`config.mk`:
```
export PLATFORM = sky130hd
export DESIGN_NAME = divide_issue_ctrl
export DESIGN_NICKNAME = d
export VERILOG_FILES = /design/src/rtl/div_pkg.sv /design/src/rtl/lead_one_scan.sv /design/src/rtl/divide_issue_ctrl.sv
export SDC_FILE = /design/constraint.sdc
export NUM_CORES = 1
export LEC_CHECK = 0
export BUFFER_PORTS_ARGS = -buffer_cell sky130_fd_sc_hd__buf_2
export CORE_UTILIZATION = 51
export DETAILED_ROUTE_END_ITERATION = 8
export GPL_TIMING_DRIVEN = 0
export PLACE_DENSITY = 0.78
export REMOVE_ABC_BUFFERS = 1
export SLEW_MARGIN = 10
export SYNTH_ARGS = -nofsm -noshare
export SYNTH_HDL_FRONTEND = slang
export SYNTH_SLANG_ARGS = --single-unit
export TNS_END_PERCENT = 100
```
`constraint.sdc`:
```
create_clock -name clk -period 5.48 [get_ports clk]
set_clock_uncertainty 0.1 [all_clocks]
set_input_delay 0.548 -clock clk [delete_from_list [all_inputs] [get_ports clk]]
set_output_delay 0.548 -clock clk [all_outputs]
set_load 0.01 [all_outputs]
```
`src/rtl/div_pkg.sv`:
```
// Shared types and constants for the divider issue controller and its helpers.
package div_pkg;
  localparam int OPW  = 32;
  localparam int LENW = 5;

  localparam int ERR_DIV0    = 0;
  localparam int ERR_RANGE   = 1;
  localparam int ERR_TIMEOUT = 2;

  typedef enum logic [2:0] {
    IDLE, SCAN, ISSUE, DIV_LOW, DIV_HIGH, RESP
  } state_t;
endpackage

```
`src/rtl/lead_one_scan.sv`:
```
// Serial bit-length finder: one bit per cycle from bit 30 down to bit 0.
module lead_one_scan
  import div_pkg::*;
(
  input  logic            clk,
  input  logic            rst_n,
  input  logic            load,
  input  logic [OPW-1:0]  value,
  output logic            busy,
  output logic [LENW-1:0] len
);
  logic [OPW-1:0]  val_r;
  logic [LENW-1:0] idx_r;
  logic [LENW-1:0] len_r;
  logic            hit;

  // len already folds in the bit under test, so the owner can read the
  // final length during the idx==0 cycle.
  assign hit  = busy && (len_r == '0) && val_r[idx_r];
  assign len  = hit ? idx_r + LENW'(1) : len_r;

  always_ff @(posedge clk or negedge rst_n) begin
    if (!rst_n) begin
      val_r <= '0;
      idx_r <= '0;
      len_r <= '0;
      busy  <= 1'b0;
    end else if (load) begin
      val_r <= value;
      idx_r <= LENW'(OPW - 2);
      len_r <= '0;
      busy  <= 1'b1;
    end else if (busy) begin
      len_r <= len;
      if (idx_r == '0) busy  <= 1'b0;
      else             idx_r <= idx_r - LENW'(1);
    end
  end
endmodule

```
`src/rtl/divide_issue_ctrl.sv`:
```
// Front-end sequencer for the divider core: screens operands, measures their
// bit lengths, issues the core and returns the result over a valid/ready port.
module divide_issue_ctrl
  import div_pkg::*;
#(
  parameter int TIMEOUT = 64
) (
  input  logic            clk,
  input  logic            rst_n,
  input  logic            in_valid,
  output logic            in_ready,
  input  logic [OPW-1:0]  in_dividend,
  input  logic [OPW-1:0]  in_divisor,
  output logic            div_start,
  output logic [OPW-1:0]  div_dividend,
  output logic [OPW-1:0]  div_divisor,
  output logic [LENW-1:0] div_m,
  output logic [LENW-1:0] div_n,
  input  logic            div_done,
  input  logic [OPW-1:0]  div_q,
  input  logic [OPW-1:0]  div_rem,
  output logic            out_valid,
  input  logic            out_ready,
  output logic [OPW-1:0]  out_q,
  output logic [OPW-1:0]  out_rem,
  output logic [2:0]      out_err
);
  localparam int CW = $clog2(TIMEOUT + 1);
  localparam logic [CW-1:0] CNT_TO   = CW'(TIMEOUT - 1);
  localparam logic [CW-1:0] SCAN_TOP = CW'(OPW - 2);

  state_t          state, state_n;
  logic [CW-1:0]   cnt;
  logic [LENW-1:0] m_len, n_len;
  logic            m_busy, n_busy;
  logic            ld, set_mn, cap, e_div0, e_range, e_triv, e_to;

  assign in_ready  = (state == IDLE);
  assign out_valid = (state == RESP);
  assign div_start = (state == ISSUE);

  lead_one_scan u_scan_m (.clk(clk), .rst_n(rst_n), .load(ld), .value(in_dividend),
                          .busy(m_busy), .len(m_len));
  lead_one_scan u_scan_n (.clk(clk), .rst_n(rst_n), .load(ld), .value(in_divisor),
                          .busy(n_busy), .len(n_len));

  always_ff @(posedge clk or negedge rst_n) begin
    if (!rst_n) state <= IDLE;
    else        state <= state_n;
  end

  always_comb begin
    state_n = state;
    ld = 1'b0; set_mn = 1'b0; cap = 1'b0;
    e_div0 = 1'b0; e_range = 1'b0; e_triv = 1'b0; e_to = 1'b0;
    case (state)
      IDLE: if (in_valid) begin
        ld = 1'b1;
        if (in_divisor == '0) begin
          e_div0 = 1'b1; state_n = RESP;
        end else if (in_dividend[OPW-1] || in_divisor[OPW-1]) begin
          e_range = 1'b1; state_n = RESP;
        end else state_n = SCAN;
      end
      SCAN: if (cnt == '0) begin
        set_mn = 1'b1;
        if ((m_len < n_len) || (div_dividend == '0)) begin
          e_triv = 1'b1; state_n = RESP;
        end else state_n = ISSUE;
      end
      ISSUE: state_n = DIV_LOW;
      // done idles high, so wait for the drop before trusting its rise
      DIV_LOW:
        if (!div_done)          state_n = DIV_HIGH;
        else if (cnt == CNT_TO) begin e_to = 1'b1; state_n = RESP; end
      DIV_HIGH:
        if (div_done)           begin cap = 1'b1; state_n = RESP; end
        else if (cnt == CNT_TO) begin e_to = 1'b1; state_n = RESP; end
      RESP: if (out_ready) state_n = IDLE;
      default: state_n = IDLE;
    endcase
  end

  always_ff @(posedge clk or negedge rst_n) begin
    if (!rst_n) begin
      cnt <= '0;
      div_dividend <= '0; div_divisor <= '0;
      div_m <= '0; div_n <= '0;
      out_q <= '0; out_rem <= '0; out_err <= '0;
    end else begin
      if (ld) begin
        div_dividend <= in_dividend;
        div_divisor  <= in_divisor;
        cnt          <= SCAN_TOP;
      end else if (state == SCAN && cnt != '0) cnt <= cnt - CW'(1);
      else if (state == ISSUE) cnt <= '0;
      else if (state == DIV_LOW || state == DIV_HIGH) cnt <= cnt + CW'(1);

      if (set_mn) begin
        div_m <= m_len;
        div_n <= n_len;
      end

      if (e_div0) begin
        out_q <= '0; out_rem <= in_dividend; out_err <= 3'b0;
        out_err[ERR_DIV0] <= 1'b1;
      end else if (e_range) begin
        out_q <= '0; out_rem <= '0; out_err <= 3'b0;
        out_err[ERR_RANGE] <= 1'b1;
      end else if (e_triv) begin
        out_q <= '0; out_rem <= div_dividend; out_err <= 3'b0;
      end else if (cap) begin
        out_q <= div_q; out_rem <= div_rem; out_err <= 3'b0;
      end else if (e_to) begin
        out_q <= '0; out_rem <= '0; out_err <= 3'b0;
        out_err[ERR_TIMEOUT] <= 1'b1;
      end
    end
  end
endmodule

```
==> impl_metrics.json, run 1 <==
{
  "pre_cts_ws_ns": 0.513,
  "layout.nets": 1209,
  "p_switching_mw": 2.53,
  "cp.required_ns": 5.69,
  "rsz0062_at_grt": "false",
  "worst-path-max-fanout": 14,
  "dp_cells": 1261,
  "min_period_over_period_pct": 91.6,
  "min_period_ns": 5.02,
  "io_pins": 277,
  "max_stage_delay_ns": 0.86,
  "slowest_stage": "dfrtp_1",
  "synthArstFlopShare_pct": 100,
  "clockPowerShare_pct": 19.5,
  "tritoncts": "built",
  "die_area_um2": 16600,
  "antenna_found_initial": 0,
  "dpl_cell_area_um2": 9820,
  "h-tree-depth": 4,
  "dp_hpwl_um": 16900,
  "grt-ovfl-total": 0,
  "worstSkewPairLatency_ns": 0.42,
  "slew_viol_final": 0,
  "antennaDiodeCount": 0,
  "crit_type": "reg2reg",
  "drt_iter0_markers": 581,
  "p_sw_share_pct": 40.7,
  "worstMarginPinSlew_ns": 0.821,
  "synth_commonest_cells": "234 x nand2_1, 173 x dfrtp_1, 66 x a22o_1, 37 x clkbuf_1, 33 x a221o_1",
  "cts_sinks": 173,
  "synth_cell_types": 60,
  "clkSlewWorstSetupHoldPaths_ns": 0.07,
  "yosysTopAreaCellShare_pct": 52.7,
  "wl_per_cell_um": 18.3,
  "power_density_nw_per_um2": 598,
  "arrival_ns": 5.23,
  "post_cts_buffers": 0,
  "place_congestion": 0.855,
  "fmaxAchievable_mhz": 199,
  "pwr-share-seq_pct": 38.9,
  "grt_max_degree": 89,
  "num_rows": 46,
  "area.sequential_um2": 4330,
  "syn_inst": 812,
  "crit_top_cell": "a21o_1",
  "layoutNonFillerInstCount": 1293,
  "clockBufferDepth": 2,
  "path_cells": "mux4_2, a22o_1, a211o_1, nand2_1, nor2_1, a21oi_1, ha_1, a21o_1, a21o_1, a21o_1, o22ai_1, o2bb2ai_1, nor3_2, buf_4, buf_4, buf_6, a221o_1",
  "ys_seq_elements": 173,
  "die_w_um": 129,
  "grt_pass1_vias": 7306,
  "ys.flop_type": "dfrtp_1",
  "grt_use_total_pct": 29.2,
  "comb_power_share_pct": 41.6,
  "core_um2": 15800,
  "max_slew_margin_pct": 45.3,
  "synth_area_um2": 8220,
  "outcome": "complete, no violations",
  "synth_most_common_cell": "nand2_1",
  "setup.worst_path.start_class": "flip-flop",
  "synth-edff-count": 0,
  "seq_area_frac_synth_pct": 52.7,
  "endpoint_kind": "flip-flop",
  "port_buffers": 276,
  "final.setup.worst_slack_ns": 0.463,
  "setup_tns_ns": 0,
  "hold_buffers": 0,
  "die_h_um": 129,
  "leakage_nw": 5.50,
  "ys_warn_count": 0,
  "antenna_left": 0,
  "area_growth_pct": 26.6,
  "initial_core_util_pct": 51.9,
  "cts_buffers": 17,
  "drt-total-wl_um": 23600,
  "hold_path_class": "in2async",
  "vias_per_cell": 5.71,
  "num-fill-cells": 1301,
  "drive_above_1_share_pct": 32.2,
  "first_pass_iters": 7,
  "drc": 0,
  "multi_input_area_um2": 3600,
  "cts_resized": 0,
  "p_int_mw": 3.69,
  "max_cap_viol_count": 0,
  "cts_root_buffer": "clkbuf_16",
  "setup_violations": 0,
  "yosysTopAreaCell": "dfrtp_1",
  "vias": 7386,
  "final_core_util_pct": 65.7,
  "irDropWorstVdd_v": 0.000290,
  "hold_violations": 0,
  "synth.top_cells.by_area": "dfrtp_1 53%, nand2_1 11%, a22o_1 7.0%",
  "final_cell_area_um2": 10400,
  "avgSynthCellArea_um2": 10.1,
  "grt_pass1_wl_um": 37300
}
[through the flow]
step                hold slack [ns]  total power [mW]
floorplan                     0.152              3.88
global placement              0.357              4.89
detailed placement            0.367              5.00
CTS                          0.0482              6.24
global route                 0.0577              6.63
finish                       0.0135              6.22
[kinds of logic after synthesis]
group,Yosys count,share of synthesized area (%)
AND/OR/NAND/NOR,336,17.8
adder cells (fa/ha/maj),12,1.83
multiplexers,22,4.58
buffers and inverters,72,3.79
XOR/XNOR,15,1.60
AO/OA/AOI/OAI,182,17.7
flip-flops,173,52.7
[power by group through the flow]
| stage | combinational [mW] | sequential (mW) | clock (mW) |
|---|---|---|---|
| after global placement | 2.49 | 2.40 | 0 |
| after detailed placement | 2.59 | 2.41 | 0 |
| after global routing | 2.85 | 2.50 | 1.28 |
| after floorplan | 1.39 | 2.49 | 0 |
| final | 2.59 | 2.42 | 1.21 |
| after CTS | 2.60 | 2.41 | 1.23 |
[worst paths after layout]
| kind | from | endpoint | slack (ns) | cells after the start |
|---|---|---|---|---|
| max | u_scan_n.idx_r[0]$_DFFE_PN0P_ | out_rem[29]$_DFFE_PN0P_ | 0.46 | 17 |
| min | rst_n | out_rem[21]$_DFFE_PN0P_ | 0.01 | 1 |
| max reg2reg | u_scan_n.idx_r[0]$_DFFE_PN0P_ | out_rem[29]$_DFFE_PN0P_ | 0.46 | 17 |
| min reg2reg | div_n[3]$_DFFE_PN0P_ | div_n[3]$_DFFE_PN0P_ | 0.38 | 2 |
| max in group asynchronous | rst_n | u_scan_n.idx_r[2]$_DFFE_PN0P_ | 4.41 | 2 |
| min in group clk | in_divisor[30] | u_scan_n.val_r[30]$_DFFE_PN0P_ | 0.23 | 3 |
[registers in the layout, indices dropped and copies added, names as in the netlist]
name	flops
cnt	7
div_m	5
div_n	5
out_err	3
out_q	32
out_rem	32
state	3
u_scan_m.busy	1
u_scan_m.idx_r	5
u_scan_m.len_r	5
u_scan_m.val_r	32
u_scan_n.busy	1
u_scan_n.idx_r	5
u_scan_n.len_r	5
u_scan_n.val_r	32
[final cells by class]
class	instances	share of cell area [%]
sequential	173	41.6
multi-input combinational	567	34.6
timing repair buffer	287	14.9
clock buffer	21	4.33
tap	216	2.60
clock inverter	11	1.28
inverter	18	0.650
[per-layer routing]
metal	routed length (um)	part of all wire (%)	global-route usage, %
met2	11800	50	48.3
met3	1230	5.2	5.78
met1	10300	43	38.4
met4	386	1.6	10.2
met5	0	0	0
[cells in the final DEF (no fill, tap or decap), drive strengths merged, types with 5 or more instances in the layout]
cell      n
buf     287
nand2   234
dfrtp   173
a22o     66
a221o    33
nor2     29
inv      23
o21ai    21
clkbuf   21
nor4     19
a21oi    17
mux4     12
ha       12
nor3     11
xnor2    10
nand3     7
nor2b     6
and2      6
mux2i     5
a31oi     5
xor2      5
mux2      5
nand4     5
a21o      5
[critical path, delay by kind of cell (launching register included)]
kind / cells / cell delay, ns
compound gates: 9 / 2.12
fa+ha+maj: 1 / 0.30
mux: 1 / 0.60
simple gates: 3 / 0.31
flops: 1 / 0.86
buf+inv: 3 / 0.59
No activity file was read; power rests on OpenSTA's default activity.
==> run 2: changes to the inputs <==
Settings changed: CORE_UTILIZATION 51 to 29, CTS_BUF_LIST from default to sky130_fd_sc_hd__clkbuf_8, PLACE_DENSITY 0.78 to 0.48.
==> impl_metrics.json, run 2 (same netlist as run 1, synthesis figures left out) <==
{
  "final.setup.worst_slack_ns": 0.517,
  "clockBufferDepth": 2,
  "grt-ovfl-total": 0,
  "hold_path_depth": 3,
  "grt_max_degree": 88,
  "drt-total-wl_um": 26700,
  "max_stage_delay_ns": 0.90,
  "drive_above_1_share_pct": 32.6,
  "cts_root_buffer": "clkbuf_8",
  "setup.worst_path.start_class": "flip-flop",
  "dp_hpwl_um": 18800,
  "grt_pass1_wl_um": 41100,
  "fmaxAchievable_mhz": 201,
  "drc": 0,
  "slowest_stage": "dfrtp_1",
  "die_h_um": 170,
  "irDropWorstVdd_v": 0.000198,
  "max_slew_margin_pct": 43.6,
  "tritoncts": "built",
  "reg2reg_slack_ns": 0.52,
  "h-tree-depth": 4,
  "cts_buffers": 17,
  "setup_violations": 0,
  "final_cell_area_um2": 10400,
  "leakage_nw": 5.42,
  "path_cells": "mux4_2, a22o_1, a211o_1, nand2_1, nor2_1, a21oi_1, ha_1, a21o_1, a21o_1, a21o_1, a2111o_1, o2bb2ai_1, nor3_2, buf_6, buf_6, buf_4, a22o_1",
  "final_core_util_pct": 37.4,
  "antenna_found_initial": 1,
  "hold_end": "u_scan_n.val_r[15]$_DFFE_PN0P_",
  "rsz0062_at_grt": "false",
  "reg2reg_from": "u_scan_n.idx_r[0]$_DFFE_PN0P_",
  "reg2regPathDepth": 17,
  "layout_common_cells": "275 x buf_2, 233 x nand2_1, 173 x dfrtp_1",
  "min_period_over_period_pct": 90.6,
  "endpoint_kind": "flip-flop",
  "vias": 7196,
  "max_cap_viol_count": 0,
  "grt_pass1_vias": 6958,
  "layoutNonFillerInstCount": 1459,
  "hold_buffers": 1,
  "outcome": "complete, no violations",
  "antenna_left": 0,
  "crit_type": "reg2reg",
  "area_growth_pct": 27.0,
  "layout_commonest_cell": "buf_2",
  "power_density_nw_per_um2": 568,
  "wl_per_cell_um": 18.3,
  "layout.nets": 1212,
  "p_total_mw": 5.92,
  "initial_core_util_pct": 29.5,
  "die_area_um2": 29000,
  "hold_path_class": "in2reg",
  "min_period_ns": 4.96,
  "vias_per_cell": 4.93,
  "num_rows": 61,
  "cts_sinks": 173,
  "drt_iter0_markers": 503,
  "grt_use_total_pct": 18.6,
  "worstMarginPinSlew_ns": 0.847,
  "cts_resized": 0,
  "critPathBufInv": 3,
  "cp.required_ns": 5.74,
  "place_congestion": 0.786,
  "dp_cells": 1425,
  "first_pass_iters": 4,
  "core_um2": 27900,
  "die_w_um": 170,
  "dpl_cell_area_um2": 10000,
  "whs_ns": 0.175,
  "clkSlewWorstSetupHoldPaths_ns": 0.11,
  "io_pins": 277,
  "port_buffers": 276,
  "worst-path-max-fanout": 15,
  "post_cts_buffers": 0,
  "crit_top_cell": "a21o_1",
  "setup_tns_ns": 0,
  "hold_start": "in_divisor[15]",
  "worstSkewPairLatency_ns": 0.47,
  "hold_violations": 0,
  "slew_viol_final": 0,
  "crit_family": "compound AO/OA/AOI/OAI gates",
  "r2r-end": "out_q[8]$_DFFE_PN0P_",
  "arrival_ns": 5.22,
  "pre_cts_ws_ns": 0.502
}
-- run 2: cell types whose count changed in the layout (fill, tap and decap cells not counted), sizes merged, moves of 2 or more --
cell / before / now
buf: 287 / 289
bufinv: 2 / 0
clkbuf: 21 / 17
clkinv: 3 / 7
inv: 23 / 26
-- run 2: where the power goes --
group | internal [mW] | total, mW | switching, mW
clock network | 0.340 | 0.905 | 0.565
registers | 1.81 | 2.41 | 0.601
logic | 1.18 | 2.61 | 1.43
-- run 2: worst max-delay path by stage --
stage                                   from                      to  slack [ns]  cells after the start
3_3_place_gp            state[0]$_DFFE_PN0P_  out_rem[7]$_DFFE_PN0P_       -5.03                      5
4_1_cts        u_scan_n.idx_r[0]$_DFFE_PN0P_    out_q[8]$_DFFE_PN0P_        0.47                     17
6_report       u_scan_n.idx_r[0]$_DFFE_PN0P_    out_q[8]$_DFFE_PN0P_        0.52                     17
2_1_floorplan  u_scan_m.idx_r[0]$_DFFE_PN0P_  out_rem[0]$_DFFE_PN0P_       -1.31                     14
5_1_grt        u_scan_m.idx_r[0]$_DFFE_PN0P_    out_q[8]$_DFFE_PN0P_        0.11                     17
3_5_place_dp   u_scan_n.idx_r[0]$_DFFE_PN0P_   out_q[21]$_DFFE_PN0P_        0.50                     17
-- run 2: final cells by class --
type,count,area [um2]
fillers,2839,17400
flip-flops and latches,173,4330
multi-input cells,567,3600
repair buffers,290,1580
well taps,378,473
clock buffers,17,234
clock inverters,15,149
inverters,18,67.6
diodes,1,2.50
-- run 2: worst register-to-register path, delay by kind of cell (launching register included) --
family                   cells  cell delay (ns)
AO/OA/AOI/OAI                9             2.11
adder cells (fa/ha/maj)      1             0.31
buffers and inverters        3             0.52
flip-flops                   1             0.90
multiplexers                 1             0.62
AND/OR/NAND/NOR              3             0.32
-- run 2: routing by layer --
metal  share of wire, %  global-route usage, %
met1                 47                   25.8
met3                4.5                   3.56
met2                 48                   29.6
met4               0.92                   4.50
met5                  0                      0
==> run 3: changes to the inputs <==
Settings changed: CORE_UTILIZATION 29 to 56, PLACE_DENSITY 0.48 to 0.9.
Clock period 5.48 ns to 6.2 ns, I/O delays scaled along.
==> impl_metrics.json, run 3 (same netlist as run 1, synthesis figures left out) <==
{
  "outcome": "complete, no violations",
  "num_rows": 43,
  "slowest_stage": "dfrtp_1",
  "layout_commonest_cell": "buf_2",
  "vias": 7540,
  "crit_start": "u_scan_n.idx_r[0]$_DFFE_PN0P_",
  "antenna_left": 0,
  "grt-ovfl-total": 0,
  "setup.worst_path.start_class": "flip-flop",
  "port_buffers": 276,
  "min_period_ns": 5.12,
  "grt_pass1_wl_um": 37700,
  "first_pass_iters": 6,
  "arrival_ns": 5.37,
  "cts_root_buffer": "clkbuf_8",
  "hold_violations": 0,
  "max_stage_delay_ns": 0.86,
  "p_total_mw": 5.27,
  "io_pins": 277,
  "max_cap_viol_count": 0,
  "cts_buffers": 17,
  "drt_iter0_markers": 667,
  "reg2reg_slack_ns": 1.08,
  "clkSlewWorstSetupHoldPaths_ns": 0.10,
  "vias_per_cell": 5.99,
  "fmaxAchievable_mhz": 195,
  "min_period_over_period_pct": 82.6,
  "wl_per_cell_um": 19.0,
  "worstSkewPairLatency_ns": 0.46,
  "grt_use_total_pct": 32.6,
  "hold_path_class": "in2async",
  "rsz0062_at_grt": "false",
  "setup_violations": 0,
  "cp.required_ns": 6.45,
  "slew_viol_final": 0,
  "layout_common_cells": "275 x buf_2, 233 x nand2_1, 173 x dfrtp_1",
  "drt-total-wl_um": 23900,
  "drive_above_1_share_pct": 32.4,
  "antenna_found_initial": 1,
  "power_density_nw_per_um2": 518,
  "clockBufferDepth": 2,
  "cts_resized": 0,
  "whs_ns": 0.0667,
  "layout.nets": 1208,
  "grt_pass1_vias": 7450,
  "worst-path-max-fanout": 15,
  "dp_hpwl_um": 17000,
  "final.setup.worst_slack_ns": 1.08,
  "die_h_um": 123,
  "grt_max_degree": 100,
  "reg2reg_from": "u_scan_n.idx_r[0]$_DFFE_PN0P_",
  "pre_cts_ws_ns": 1.10,
  "hold_buffers": 0,
  "worstMarginPinSlew_ns": 0.860,
  "irDropWorstVdd_v": 0.000290,
  "core_um2": 14100,
  "tritoncts": "built",
  "h-tree-depth": 4,
  "area_growth_pct": 23.9,
  "post_cts_buffers": 0,
  "final_core_util_pct": 72.2,
  "die_area_um2": 15200,
  "drc": 0,
  "max_slew_margin_pct": 42.6,
  "path_cells": "mux4_2, a22o_1, a211o_1, nand2_1, nor2_1, a21oi_1, ha_1, a21o_1, a21o_1, a21o_1, a2111o_1, o2bb2ai_1, nor3_2, buf_4, buf_4, buf_6, buf_4, a221o_1",
  "cts_sinks": 173,
  "endpoint_kind": "flip-flop",
  "crit_type": "reg2reg",
  "leakage_nw": 5.41,
  "dp_cells": 1224,
  "initial_core_util_pct": 58.3,
  "die_w_um": 123,
  "place_congestion": 0.869,
  "layoutNonFillerInstCount": 1258
}
[run 3: cell count changes in the layout (fill, tap and decap cells not counted), sizes merged]
cell / previous run / this run
buf: 289 / 286
bufinv: 0 / 2
clkinv: 7 / 3
clkinvlp: 0 / 2
diode: 1 / 2
dlygate4sd3: 1 / 0
[run 3: critical path: cells and delay by family (launching register included)]
kind	cells	cell delay, ns
multiplexers	1	0.61
AND/OR/NAND/NOR	3	0.23
flip-flops	1	0.86
adder cells (fa/ha/maj)	1	0.30
buffers and inverters	4	0.75
AO/OA/AOI/OAI	9	2.13
[run 3: through the flow]
step	cell area, um2	TNS (ns)
6_report	10200	0
3_3_place_gp	9580	-218.56
5_1_grt	10200	0
4_1_cts	10200	0
2_1_floorplan	7970	-35.97
3_5_place_dp	9740	0
[run 3: cell type report]
| type | count | area, um2 |
|---|---|---|
| clock inverters | 15 | 199 |
| well taps | 180 | 225 |
| repair buffers | 286 | 1520 |
| inverters | 18 | 67.6 |
| flip-flops and latches | 173 | 4330 |
| fillers | 1015 | 3920 |
| diodes | 2 | 5.00 |
| clock buffers | 17 | 234 |
| multi-input cells | 567 | 3600 |
[run 3: metal layers]
layer / routed length [um] / track usage (%) / up-vias / part of all wire, %
li1: - / - / 3412 / -
met1: 9750 / 42.6 / 3696 / 41
met2: 12000 / 52.9 / 381 / 50
met3: 1680 / 7.70 / 51 / 7.0
met4: 507 / 12.6 / 0 / 2.1
met5: 0 / 0 / - / 0
[run 3: report_power, final]
group          internal, mW  switching [mW]  leakage [nW]
clock                 0.382           0.467         0.213
sequential             1.60           0.545          2.21
combinational          1.03            1.24          2.98
[run 3: final timing paths]
check                                            endpoint  cells after the start
setup / recovery                   out_rem[5]$_DFFE_PN0P_                     18
hold / removal                      out_q[11]$_DFFE_PN0P_                      1
setup reg to reg                   out_rem[5]$_DFFE_PN0P_                     18
min in group clk           u_scan_n.val_r[22]$_DFFE_PN0P_                      3
hold reg to reg                    out_err[0]$_DFFE_PN0P_                      1
max in group asynchronous            out_q[7]$_DFFE_PN0P_                      2
